[src/rtl/mult_8x8_seq_sched_if.sv]
// mult_8x8_seq_sched_if
//   Bundles the operand, result and shared sub-multiplier signals of
//   mult_8x8_seq_sched.
//   slave  : the sequencer side (mult_8x8_seq_sched).
//   master : the environment side (operand source, result sink and the
//            shared 4x4 sub-multiplier).
//   Signals:
//     in_valid/in_ready/in_a/in_b   operand handshake, operands 2*NW bits
//     out_valid/out_ready/out_r     result handshake, product 4*NW bits
//     mul_en/mul_a/mul_b            issue strobe and nibbles to sub-multiplier
//     mul_r                         sub-multiplier product, 2*NW bits
interface mult_8x8_seq_sched_if #(
    parameter int NW = 4
);
    logic              in_valid;
    logic              in_ready;
    logic [2*NW-1:0]   in_a;
    logic [2*NW-1:0]   in_b;
    logic              out_valid;
    logic              out_ready;
    logic [4*NW-1:0]   out_r;
    logic              mul_en;
    logic [NW-1:0]     mul_a;
    logic [NW-1:0]     mul_b;
    logic [2*NW-1:0]   mul_r;

    modport master (
        output in_valid, in_a, in_b, out_ready, mul_r,
        input  in_ready, out_valid, out_r, mul_en, mul_a, mul_b
    );

    modport slave (
        input  in_valid, in_a, in_b, out_ready, mul_r,
        output in_ready, out_valid, out_r, mul_en, mul_a, mul_b
    );
endinterface

[src/rtl/mult_8x8_seq_sched.sv]
// mult_8x8_seq_sched
//   Forms a (2*NW)x(2*NW) product with ONE shared NWxNW sub-multiplier.
//   The four nibble partial products are issued one per cycle in the fixed
//   order AL*BL, AL*BH, AH*BL, AH*BH and shift-accumulated into a 4*NW-bit
//   result that is presented on a valid/ready output.
//   Parameters:
//     NW       nibble width (operands 2*NW, result 4*NW)
//     MUL_LAT  sub-multiplier latency in cycles, 0 = combinational (0..3)
//   Ports:
//     clk      rising-edge clock
//     rst_n    asynchronous active-low reset
//     bus      mult_8x8_seq_sched_if.slave: operand handshake (in_*),
//              result handshake (out_*), sub-multiplier issue (mul_en,
//              mul_a, mul_b) and its product return (mul_r)
//   Build option:
//     ZERO_SKIP_EN  when defined, partial products whose A or B nibble is
//                   zero are not issued; the remaining ones stay in order.
module mult_8x8_seq_sched #(
    parameter int NW      = 4,
    parameter int MUL_LAT = 0
) (
    input  logic                  clk,
    input  logic                  rst_n,
    mult_8x8_seq_sched_if.slave   bus
);

    typedef enum logic [1:0] {
        IDLE,
        ISSUE,
        DRAIN,
        DONE
    } state_t;

    state_t            state;
    state_t            state_nx;

    logic [2*NW-1:0]   a_q;
    logic [2*NW-1:0]   b_q;
    logic [3:0]        pend_q;      // bit k set: partial product k still to issue
    logic [4*NW-1:0]   acc;
    logic [NW-1:0]     mul_a_q;
    logic [NW-1:0]     mul_b_q;

    logic              hs;
    logic [3:0]        start_mask;
    logic [1:0]        k_sel;
    logic [3:0]        pend_clr;
    logic              issue;
    logic [NW-1:0]     sel_a;
    logic [NW-1:0]     sel_b;

    logic              cap_v;
    logic [1:0]        cap_k;
    logic              drain_busy;
    logic [4*NW-1:0]   prod_ext;
    logic [4*NW-1:0]   addend;

    assign hs = bus.in_ready & bus.in_valid;

    // Which partial products a new job needs.
`ifdef ZERO_SKIP_EN
    always_comb begin
        start_mask[0] = (bus.in_a[NW-1:0]    != '0) && (bus.in_b[NW-1:0]    != '0);
        start_mask[1] = (bus.in_a[NW-1:0]    != '0) && (bus.in_b[2*NW-1:NW] != '0);
        start_mask[2] = (bus.in_a[2*NW-1:NW] != '0) && (bus.in_b[NW-1:0]    != '0);
        start_mask[3] = (bus.in_a[2*NW-1:NW] != '0) && (bus.in_b[2*NW-1:NW] != '0);
    end
`else
    assign start_mask = '1;
`endif

    // Lowest pending index is issued next; this keeps the fixed k order
    // and packs surviving products back-to-back when some are skipped.
    always_comb begin
        k_sel = '0;
        for (int unsigned i = 4; i > 0; i--) begin
            if (pend_q[i-1]) k_sel = 2'(i - 1);
        end
    end

    assign issue    = (state == ISSUE) && (pend_q != '0);
    assign pend_clr = pend_q & ~(4'b0001 << k_sel);
    // k bit 1 selects the A high nibble, k bit 0 selects the B high nibble.
    assign sel_a    = k_sel[1] ? a_q[2*NW-1:NW] : a_q[NW-1:0];
    assign sel_b    = k_sel[0] ? b_q[2*NW-1:NW] : b_q[NW-1:0];

    // Shift tag travels with the issue strobe so capture lines up with mul_r.
    generate
        if (MUL_LAT == 0) begin : g_comb
            assign cap_v      = issue;
            assign cap_k      = k_sel;
            assign drain_busy = 1'b0;
        end else begin : g_pipe
            logic [MUL_LAT-1:0] pv;
            logic [1:0]         pk [MUL_LAT];

            always_ff @(posedge clk or negedge rst_n) begin
                if (!rst_n) begin
                    pv <= '0;
                    for (int unsigned i = 0; i < MUL_LAT; i++) pk[i] <= '0;
                end else begin
                    pv[0] <= issue;
                    pk[0] <= k_sel;
                    for (int unsigned i = 1; i < MUL_LAT; i++) begin
                        pv[i] <= pv[i-1];
                        pk[i] <= pk[i-1];
                    end
                end
            end

            assign cap_v = pv[MUL_LAT-1];
            assign cap_k = pk[MUL_LAT-1];
            // Done draining once only the final stage (captured this cycle)
            // may still hold a product.
            assign drain_busy = (pv & ~(MUL_LAT'(1) << (MUL_LAT - 1))) != '0;
        end
    endgenerate

    assign prod_ext = {{(2*NW){1'b0}}, bus.mul_r};

    always_comb begin
        case (cap_k)
            2'd0:    addend = prod_ext;
            2'd3:    addend = prod_ext << (2*NW);
            default: addend = prod_ext << NW;
        endcase
    end

    // State register.
    always_ff @(posedge clk or negedge rst_n) begin
        if (!rst_n) state <= IDLE;
        else        state <= state_nx;
    end

    // Next-state logic.
    always_comb begin
        state_nx = state;
        case (state)
            IDLE: begin
                if (hs) state_nx = ISSUE;
            end
            ISSUE: begin
                if (pend_q == '0)
                    state_nx = DONE;
                else if (pend_clr == '0)
                    state_nx = (MUL_LAT == 0) ? DONE : DRAIN;
            end
            DRAIN: begin
                if (!drain_busy) state_nx = DONE;
            end
            DONE: begin
                if (bus.out_ready) state_nx = IDLE;
            end
            default: state_nx = IDLE;
        endcase
    end

    // Outputs. in_ready is held low while reset is asserted.
    always_comb begin
        bus.in_ready  = (state == IDLE) && rst_n;
        bus.out_valid = (state == DONE);
        bus.out_r     = acc;
        bus.mul_en    = issue;
        bus.mul_a     = issue ? sel_a : mul_a_q;
        bus.mul_b     = issue ? sel_b : mul_b_q;
    end

    // Datapath: operand capture, pending mask, nibble hold and accumulator.
    always_ff @(posedge clk or negedge rst_n) begin
        if (!rst_n) begin
            a_q     <= '0;
            b_q     <= '0;
            pend_q  <= '0;
            acc     <= '0;
            mul_a_q <= '0;
            mul_b_q <= '0;
        end else if (hs) begin
            a_q    <= bus.in_a;
            b_q    <= bus.in_b;
            pend_q <= start_mask;
            acc    <= '0;
        end else begin
            if (issue) begin
                pend_q  <= pend_clr;
                mul_a_q <= sel_a;
                mul_b_q <= sel_b;
            end
            if (cap_v) acc <= acc + addend;
        end
    end

endmodule
[src/flat_wrapper.sv]
// flat-port wrapper written by rule: the top's interface ports become plain ports
module mult_8x8_seq_sched_flat 
#(
    parameter int NW      = 4,
    parameter int MUL_LAT = 0
)
  (clk, rst_n, bus_in_valid, bus_in_a, bus_in_b, bus_out_ready, bus_mul_r, bus_in_ready, bus_out_valid, bus_out_r, bus_mul_en, bus_mul_a, bus_mul_b);
  mult_8x8_seq_sched_if #(.NW(NW)) bus_i ();
  input  logic clk;
  input  logic rst_n;
  input wire logic [$bits(bus_i.in_valid)-1:0] bus_in_valid;
  input wire logic [$bits(bus_i.in_a)-1:0] bus_in_a;
  input wire logic [$bits(bus_i.in_b)-1:0] bus_in_b;
  input wire logic [$bits(bus_i.out_ready)-1:0] bus_out_ready;
  input wire logic [$bits(bus_i.mul_r)-1:0] bus_mul_r;
  output wire logic [$bits(bus_i.in_ready)-1:0] bus_in_ready;
  output wire logic [$bits(bus_i.out_valid)-1:0] bus_out_valid;
  output wire logic [$bits(bus_i.out_r)-1:0] bus_out_r;
  output wire logic [$bits(bus_i.mul_en)-1:0] bus_mul_en;
  output wire logic [$bits(bus_i.mul_a)-1:0] bus_mul_a;
  output wire logic [$bits(bus_i.mul_b)-1:0] bus_mul_b;
  assign bus_i.in_valid = bus_in_valid;
  assign bus_i.in_a = bus_in_a;
  assign bus_i.in_b = bus_in_b;
  assign bus_i.out_ready = bus_out_ready;
  assign bus_i.mul_r = bus_mul_r;
  assign bus_in_ready = bus_i.in_ready;
  assign bus_out_valid = bus_i.out_valid;
  assign bus_out_r = bus_i.out_r;
  assign bus_mul_en = bus_i.mul_en;
  assign bus_mul_a = bus_i.mul_a;
  assign bus_mul_b = bus_i.mul_b;
  mult_8x8_seq_sched #(.NW(NW), .MUL_LAT(MUL_LAT)) u_core (.clk(clk), .rst_n(rst_n), .bus(bus_i));
endmodule
[config.mk]
export PLATFORM = sky130hd
export DESIGN_NAME = mult_8x8_seq_sched_flat
export DESIGN_NICKNAME = d
export VERILOG_FILES = /design/src/rtl/mult_8x8_seq_sched_if.sv /design/src/rtl/mult_8x8_seq_sched.sv /design/src/flat_wrapper.sv
export SDC_FILE = /design/constraint.sdc
export NUM_CORES = 1
export LEC_CHECK = 0
export CAP_MARGIN = 20
export CORE_MARGIN = 2
export CORE_UTILIZATION = 48
export CTS_CLUSTER_DIAMETER = 150
export DETAILED_ROUTE_END_ITERATION = 6
export GPL_TIMING_DRIVEN = 0
export PLACE_DENSITY_LB_ADDON = 0.3
export SETUP_SLACK_MARGIN = 0.1
export SYNTH_ARGS = -nofsm -noshare
export SYNTH_HDL_FRONTEND = slang
export SYNTH_SLANG_ARGS = --single-unit
[constraint.sdc]
create_clock -name clk -period 3 [get_ports clk]
set_input_delay 0.75 -clock clk [delete_from_list [all_inputs] [get_ports clk]]
set_output_delay 0.75 -clock clk [all_outputs]
set_load 0.01 [all_outputs]
==> key figures <==
Setup path
  • Max stage delay on crit path: 0.50 ns
  • FF-to-FF End: u_core.bus.out_r[15]$_DFFE_PN0P_
  • Setup crit start kind: register
  • Max FO, Critical Path: 5
  • R2R cell count: 11
  • R2R Setup Slk: 0.05 ns
  • Most frequent CP cell: ha_4
  • Critical path launch point: u_core.pend_q[2]$_DFFE_PN0P_
  • FF-to-FF Start: u_core.pend_q[2]$_DFFE_PN0P_
  • Worst path top cell family by delay: compound AO/OA/AOI/OAI gates
  • Crit end category: register
  • Worst setup path end: u_core.bus.out_r[15]$_DFFE_PN0P_
  • CP cell instances: o21ai_4 -> inv_1 -> ha_4 -> nor2b_4 -> and2_4 -> ha_4 -> a211oi_4 -> o211ai_1 -> a32oi_2 -> nor3b_1 -> a221o_1
  • CP required: 3.20 ns
  • WP depth: 11
  • Worst path bufs/invs: 1
  • WP data arrival: 3.14 ns
  • Critical Path Slowest Stage Cell: dfrtp_2
  • WS Path Type: register to register

Place
  • # port buffers: 54
  • Gpl congestion: 0.886
  • Hpwl dp: slightly below 6000 um

Logic synthesis
  • Top cells by area, synth: dfrtp_1 (38%), nand2_1 (14%), ha_1 (9.4%)
  • Warning count from the yosys run: 0
  • Mapped Area: 3060 um2
  • Synth Instances: 376
  • Syn Nets: 428
  • Main combinational cell family by area after synthesis: simple AND/OR/NAND/NOR gates
  • Synth top area share: 0.377
  • Commonest cells post-synth: nand2_1 (113), dfrtp_1 (46), o21ai_0 (41)
  • Syn_area_per_cell: 8.13 um2
  • Xor and xnor area share after synthesis: 0.0201
  • Post-synth cell types: 42
  • Post-synthesis async set-or-reset flop share: 1.00
  • Area share of and/or/nand/nor cells after synthesis: 0.233
  • Post-synth EDFFs: 0
  • Fraction of the mapped netlist area in adder cells: 0.101
  • Most numerous cell in the Yosys netlist: nand2_1
  • Register bit total from synthesis: 46
  • Ys flop type: dfrtp_1
  • Post-synthesis sequential area ratio: 0.377
  • Mux contribution to synthesized area: 0.0463
  • Compound-gate portion of the synthesized area: 0.187
  • Post-synth top area cell: dfrtp_1

Drt
  • Vias per cell: around 5.7
  • WL/cell: 16.9 um
  • Final ANT Viol Nets: 0
  • DR iter-0 viols: 276
  • Via count: between 3000 and 4000
  • Final WL: 8990 um
  • DRC Markers: 0
  • Drt pass-1 iters: 5

STA
  • Crit path time final: 2.95 ns
  • Relative slew slack: 0.605
  • Endpoints failing setup: 0
  • Slew Limit Fails: 0
  • Final Hold Viols: 0
  • Crit share post-route: 0.982
  • Max Freq: 0.339 GHz
  • Worst Tran Pin Value: 0.592 ns
  • Max Clock Skew: 0.00475 ns
  • RSZ-0062 raised after global routing: yes

Worst hold path
  • Hold WC Path Type: primary input to asynchronous set/reset pin

GRT
  • Initial antenna violation count: 0
  • First-pass GRT wire length: 14100 um
  • Vias in the first global route: 2920
  • Largest net degree at the start of global routing: 29
  • GRT Total Usage: 0.248
  • GR Overflow Total: 0

Cells and area
  • Fill count: 508
  • ANT cells: 0
  • Final nets: ~510
  • Finished Core Util: 0.691
  • Share of layout cells above drive strength 1: 0.204
  • Area growth, synth to finish: 41.2%

Clock network
  • CTS root buf: clkbuf_8
  • Hold buffer count at cts: 0
  • Max clock buf depth: 2
  • CTS tree: done
  • Sink Count: 46
  • H-tree depth: 2
  • CTS buffer count: 5
  • Worst skew pair latency: 0.30 ns
  • Clock transition at the registers of the reported paths: 0.10 ns

Outcome
  • Outcome: finished, final reports clean

Floorplanning
  • Die Area: 7020 um2
  • Ports: 55
  • CORE AREA: 6240 um2
  • Die Y: 83.8 um
  • Placement Rows: 29
  • Initial Util: 0.490
  • Die width: 83.8 um

Job
  • MaxCap Viol Count: 0
-- worst min path at each step --
| stage | end | cells after the start | slack, ns | startpoint |
|---|---|---|---|---|
| floorplan | u_core.a_q[4]$_DFFE_PN0P_ | 2 | 0.44 | u_core.a_q[4]$_DFFE_PN0P_ |
| detailed placement | u_core.b_q[2]$_DFFE_PN0P_ | 2 | 0.46 | u_core.b_q[2]$_DFFE_PN0P_ |
| global route | u_core.mul_b_q[3]$_DFFE_PN0N_ | 1 | 0.35 | rst_n |
| CTS | u_core.bus.out_r[11]$_DFFE_PN0P_ | 1 | 0.34 | rst_n |
| finish | u_core.bus.out_r[11]$_DFFE_PN0P_ | 1 | 0.32 | rst_n |
| global placement | u_core.a_q[3]$_DFFE_PN0P_ | 2 | 0.46 | u_core.a_q[3]$_DFFE_PN0P_ |
-- stage by stage --
stage / std cells / setup WS [ns] / instance area, um2 / hold WS, ns / TNS (ns)
CTS: 529 / 0.100 / 4110 / 0.342 / 0
global placement: 507 / -1.42 / 3730 / 0.458 / -69.29
detailed placement: 508 / -0.399 / 3750 / 0.462 / -4.15
finish: 533 / 0.0545 / 4310 / 0.322 / 0
global route: 533 / -0.0590 / 4310 / 0.350 / -0.121
floorplan: 376 / 0.0960 / 3100 / 0.445 / 0
-- placed cells by master, fill, tap and decap left out, types with 3 or more instances in the layout --
master	instances
a21oi_4	5
clkdlybuf4s50_1	45
dfrtp_1	42
clkbuf_1	4
nor2_1	7
nand4_1	4
ha_1	11
inv_1	9
xor2_1	3
xnor2_1	3
nor3_1	3
a21oi_1	14
a21o_1	4
clkbuf_8	5
nand2_1	113
a21oi_2	4
o21ai_1	10
o211ai_1	5
dlygate4sd2_1	8
ha_2	6
nor3b_1	3
dfrtp_2	4
o21ai_0	28
buf_4	22
and2_1	7
nor4_2	3
mux2i_1	13
nand3_1	10
ha_4	6
a31oi_1	3
-- layer usage --
layer,vias up,global-route usage,routed length [um]
li1,1454,-,-
met1,1434,0.328,3940
met2,126,0.423,4360
met3,18,0.0455,539
met4,0,0.0557,144
met5,-,0,0
-- flip-flops by register name (all words and copies together), names as in the netlist --
signal and count:
u_core.bus.out_r 16, u_core.a_q 8, u_core.mul_b_q 4, u_core.pend_q 4, u_core.mul_a_q 4, u_core.b_q 8
u_core.state 2
-- kinds of logic (layout without fill, tap and decap cells) --
group,count (synthesis),in the layout
buffers and inverters,28,108
and+or+nand+nor,164,164
xor gates and xnor gates,7,7
AOI/OAI and AO/OA,93,93
muxes,14,14
DFF,46,46
adders and majority gates,24,24
-- worst register-to-register path, delay by kind of cell, from the launching register on --
kind | cells | cell delay (ns)
buffers and inverters | 1 | 0.12
AOI/OAI and AO/OA | 5 | 1.34
adders and majority gates | 2 | 0.49
and+or+nand+nor | 3 | 0.39
DFF | 1 | 0.50
-- what timing repair did --
action,in CTS,in global routing
pin swaps,17,15
gates resized for setup,51,41
setup endpoints to repair,22,12
setup buffers,16,4
-- cell type report --
class | count | area (um2) | area share
plain buffers | 14 | 92.6 | 0.0215
clock buffers | 5 | 68.8 | 0.0160
clock inverters | 3 | 48.8 | 0.0113
inverters | 11 | 43.8 | 0.0102
multi-input cells | 302 | 2110 | 0.489
flip-flops and latches | 46 | 1160 | 0.268
well taps | 77 | 96.3 | 0.0223
repair buffers | 75 | 698 | 0.162
Power is left out: the tool's default activity adds up to more than one toggle a clock period on the data nets, which glitch-free logic cannot reach.
